$ cat src/rtl/pipe_skid_reg_pkg.sv
// Shared definitions for the skid-buffered pipeline stage: default payload
// width and the control state encoding.
package pipe_skid_reg_pkg;

  localparam int INSTR_WIDTH = 32;

  // Encoding equals the number of held beats, so occupancy is the state value.
  typedef enum logic [1:0] {
    ST_EMPTY = 2'd0,
    ST_FULL  = 2'd1,
    ST_SKID  = 2'd2
  } state_t;

endpackage

$ cat src/rtl/pipe_skid_reg_flopenrc.sv
// Enabled register with synchronous clear, used for each payload entry.
module FlopEnRC #(
  parameter int DATA_W = 32
) (
  input  logic              clk,
  input  logic              en,
  input  logic              clr,
  input  logic [DATA_W-1:0] d,
  output logic [DATA_W-1:0] q
);

  // Clear wins over load; otherwise hold.
  always_ff @(posedge clk) begin
    if (clr)
      q <= '0;
    else if (en)
      q <= d;
  end

endmodule

$ cat src/rtl/pipe_skid_reg.sv
// Two-entry skid-buffered pipeline register. MAIN drives the output, SKID
// catches the beat accepted while downstream stalls, so in_ready comes
// straight from registered state with no path from out_ready.
module pipe_skid_reg
  import pipe_skid_reg_pkg::*;
#(
  parameter int                DATA_W = INSTR_WIDTH,
  parameter int                NUM_CH = 2,
  parameter logic [DATA_W-1:0] BUBBLE = '0
) (
  input  logic                     clk,
  input  logic                     rst,
  input  logic                     flush,
  input  logic                     in_valid,
  output logic                     in_ready,
  input  logic [NUM_CH*DATA_W-1:0] in_data,
  output logic                     out_valid,
  input  logic                     out_ready,
  output logic [NUM_CH*DATA_W-1:0] out_data,
  output logic [1:0]               occupancy
);

  localparam int W = NUM_CH * DATA_W;

  state_t         state_p0;
  state_t         state_d;
  logic           vld_p0;
  logic           push;
  logic           pop;
  logic           main_en;
  logic           skid_en;
  logic [W-1:0]   main_d;
  logic [W-1:0]   main_p0;
  logic [W-1:0]   skid_p0;

  assign vld_p0 = (state_p0 != ST_EMPTY);
  assign push   = in_valid & in_ready;
  assign pop    = vld_p0 & out_ready;

  // State register: only control is reset; flush is folded into state_d.
  always_ff @(posedge clk) begin
    if (rst)
      state_p0 <= ST_EMPTY;
    else
      state_p0 <= state_d;
  end

  // Next-state and entry load decisions.
  always_comb begin
    state_d = state_p0;
    main_en = 1'b0;
    skid_en = 1'b0;
    main_d  = in_data;
    case (state_p0)
      ST_EMPTY: begin
        if (push) begin
          state_d = ST_FULL;
          main_en = 1'b1;
        end
      end
      ST_FULL: begin
        if (push && pop) begin
          main_en = 1'b1;
        end else if (push) begin
          state_d = ST_SKID;
          skid_en = 1'b1;
        end else if (pop) begin
          state_d = ST_EMPTY;
        end
      end
      ST_SKID: begin
        if (pop) begin
          state_d = ST_FULL;
          main_en = 1'b1;
          main_d  = skid_p0;
        end
      end
      default: state_d = ST_EMPTY;
    endcase
    // A redirect drops everything held and anything arriving this cycle.
    if (flush) begin
      state_d = ST_EMPTY;
      main_en = 1'b0;
      skid_en = 1'b0;
    end
  end

  // Handshake outputs and bubble masking of the payload.
  always_comb begin
    out_valid = vld_p0;
    in_ready  = (state_p0 != ST_SKID);
    occupancy = (state_p0 == ST_SKID) ? 2'd2 :
                (state_p0 == ST_FULL) ? 2'd1 : 2'd0;
    out_data  = vld_p0 ? main_p0 : {NUM_CH{BUBBLE}};
  end

  // Payload entries are never cleared: contents are don't-care while invalid.
  FlopEnRC #(.DATA_W(W)) u_main (
    .clk (clk),
    .en  (main_en),
    .clr (1'b0),
    .d   (main_d),
    .q   (main_p0)
  );

  FlopEnRC #(.DATA_W(W)) u_skid (
    .clk (clk),
    .en  (skid_en),
    .clr (1'b0),
    .d   (in_data),
    .q   (skid_p0)
  );

endmodule

$ cat config.mk
export PLATFORM = sky130hd
export DESIGN_NAME = pipe_skid_reg
export DESIGN_NICKNAME = d
export VERILOG_FILES = /design/src/rtl/pipe_skid_reg_pkg.sv /design/src/rtl/pipe_skid_reg_flopenrc.sv /design/src/rtl/pipe_skid_reg.sv
export SDC_FILE = /design/constraint.sdc
export NUM_CORES = 1
export LEC_CHECK = 0
export BUFFER_PORTS_ARGS = -buffer_cell sky130_fd_sc_hd__buf_2
export CAP_MARGIN = 20
export CORE_MARGIN = 2
export CORE_UTILIZATION = 31
export DETAILED_ROUTE_END_ITERATION = 8
export SLEW_MARGIN = 20
export SYNTH_ARGS = -nofsm -noshare
export SYNTH_HDL_FRONTEND = slang
export SYNTH_SLANG_ARGS = --single-unit
$ cat constraint.sdc
create_clock -name clk -period 24.2 [get_ports clk]
set_input_delay 3.63 -clock clk [delete_from_list [all_inputs] [get_ports clk]]
set_output_delay 3.63 -clock clk [all_outputs]
set_load 0.03 [all_outputs]
==> impl_metrics.tcl <==
set metrics [dict create \
    status "finished, final reports clean" \
    synth_top_area_share_pct 70.7 \
    max-vdd-ir-drop_mv 0.0484 \
    grt_overflow 0 \
    maxSlewHeadroom_pct 42.0 \
    htreeDepth 4 \
    start_util_pct 31.6 \
    async_flop_share_pct 0 \
    drive_above_1_share_pct 53.4 \
    grt_pass1_vias 2979 \
    cp.required_ns 20.57 \
    grt_first_pass_wirelength_mm 15.4 \
    min_to "u_main.q[16]$_DFFE_PP_" \
    fin_nets 503 \
    setup_tns_ns 0 \
    critical_path_arrival_ns 2.23 \
    synth_top_cell_by_area "edfxtp_1" \
    r2r_end "u_main.q[62]$_DFFE_PP_" \
    io_pins 137 \
    timing.rr.start "state_p0[0]$_SDFFE_PP0P_" \
    synthCells 288 \
    port-buffer-count 136 \
    fin_crit_ns 5.86 \
    hold_class "flip-flop to flip-flop" \
    power.share.clock_pct 44.0 \
    netSwitchingFraction_pct 22.2 \
    setup_viol 0 \
    syn_area_per_cell_um2 18.9 \
    intPower_w 0.000413 \
    wl_per_cell_um 15.0 \
    dpl-instance-area_mm2 0.00636 \
    cts_tree "yes" \
    crit_path_end_kind "primary output" \
    drtIter0Drc 109 \
    post-route-period-util_pct 24.2 \
    rsz0062_at_grt "false" \
    powerDensity_mw_per_mm2 76.9 \
    yosysMostFrequentCell "edfxtp_1" \
    startpoint_type "flip-flop" \
    grt_max_degree 65 \
    clk_path_buf_depth 2 \
    die_h_um 136 \
    holdWs_ns 0.545 \
    final_max_slew_viol_count 0 \
    fin_util_pct 40.0 \
    drtPass1Iterations 4 \
    p_total_w 0.000531 \
    viasPerCell 4.27 \
    drc_errors 0 \
    criticalPathCategory "flip-flop to primary output" \
    synthDistinctLibCells 20 \
    power_leakage_nw 2.87 \
    core_area_mm2 0.0172 \
    synth_edf_count 128 \
    fmaxAchievable_ghz 0.171 \
    cts_root_buf "clkbuf_16" \
    syn_nets 357 \
    drt_wl_total_mm 10.1 \
    track_usage_pct 11.1 \
    syn_area_mm2 0.00544 \
    maxCapViolCount 0 \
    synthTopCellsByArea "edfxtp_1, mux2_4, nor2b_1" \
    worstPathMaxFanout 39 \
    p_sw_w 0.000118 \
    vias 2864 \
    clk_pin_slew_worst_paths_ns 0.06 \
    area_delta_synth_final_pct 26.9 \
    finClkSkew_ns 0.00774 \
    ff2ff_path_depth 4 \
    synth-seq-cells 130 \
    worst_pin_slew_ns 0.870 \
    dieArea_mm2 0.0186 \
    clock_latency_ns 0.41 \
    diodes 0 \
    post_cts_resized 0 \
    power.share.combinational_pct 7.5 \
    cts_setup_buffers 0 \
    hold_depth 1 \
    die_w_um 136 \
    drtAntennaViolNets 0 \
    place_hpwl_mm 6.63 \
    power_frac_seq_pct 48.5 \
    postCtsHoldBufs 0 \
    synth_commonest_cells "edfxtp_1, nor2b_1, mux2_4" \
    ys_seq_area_share_pct 71.4 \
    hold_start "u_skid.q[16]$_DFFE_PP_" \
    synth_ff_type "edfxtp_1" \
    ys_warn_count 0 \
    numCtsBuffers 17 \
    gp_congestion 0.724 \
    r2r_setup_slack_ns 21.83 \
    antenna_found_initial 0 \
    fp-row-count 48 \
    clock_sinks 130 \
    final-hold-violation-count 0 \
    design_area_mm2 0.00690 \
]
-- worst max path at each step --
stage                             start                endpoint  cells after the start
2_1_floorplan                  in_valid   u_skid.q[0]$_DFFE_PP_                      2
3_5_place_dp                  out_ready  u_main.q[62]$_DFFE_PP_                      4
6_report       state_p0[0]$_SDFFE_PP0P_             out_data[0]                      4
4_1_cts        state_p0[0]$_SDFFE_PP0P_             out_data[0]                      4
3_3_place_gp                  out_ready  u_main.q[62]$_DFFE_PP_                      4
5_1_grt        state_p0[0]$_SDFFE_PP0P_             out_data[0]                      4
-- final cells by class --
type,instances,area (um2)
clock buffer,17,425
clock inverter,14,116
sequential,130,3880
timing repair buffer,140,711
multi-input combinational,143,1480
fill,1628,10300
inverter,2,7.51
tap,225,282
-- state kept, by name, summed over array words and instances (netlist names) --
register and count:
state_p0 2, u_skid.q 64, u_main.q 64
-- stage by stage --
stage | cells | setup slack, ns
2_1_floorplan | 288 | 13.26
4_1_cts | 671 | 18.23
5_1_grt | 671 | 18.13
3_5_place_dp | 640 | 18.63
3_3_place_gp | 640 | 18.67
6_report | 671 | 18.34
-- layout by cell type (no fill, tap or decap), drive strengths merged --
cell type	count
a21o	1
a21oi	2
a311oi	1
buf	140
bufinv	1
clkbuf	17
clkinv	9
clkinvlp	2
dfxtp	2
edfxtp	128
inv	4
mux2	64
nand2	3
nand2b	1
nor2	1
nor2b	67
nor4	1
nor4b	1
or4b	1
-- cell families (layout without fill, tap and decap cells) --
kind of cell           Yosys count  after routing  synth area share [%]
AO/OA/AOI/OAI                    4              4                 0.483
buffers and inverters           15            173                  1.89
flip-flops                     130            130                  71.4
multiplexers                    64             64                  17.4
AND/OR/NAND/NOR                 75             75                  8.83
-- layer usage --
layer	wire length [um]	vias up	track usage [%]
met3	552	15	3.91
met1	4280	1400	12.8
met2	5060	88	18.6
met4	193	0	5.27
met5	0	-	0
li1	-	1361	-
-- critical path: stages, from the launching register on --
cell     delay (ns)
dfxtp_1        0.41
nor2_4         0.55
buf_4          0.50
nor2b_1        0.12
buf_2          0.20
-- power by group through the flow --
stage / clock (W) / sequential, W / combinational, W
6_report: 0.000233 / 0.000258 / 0.0000398
5_1_grt: 0.000249 / 0.000258 / 0.0000429
4_1_cts: 0.000240 / 0.000258 / 0.0000406
3_5_place_dp: 0 / 0.000262 / 0.0000405
3_3_place_gp: 0 / 0.000262 / 0.0000395
2_1_floorplan: 0 / 0.000263 / 0.0000251
Power figures use the tool's default switching activity.
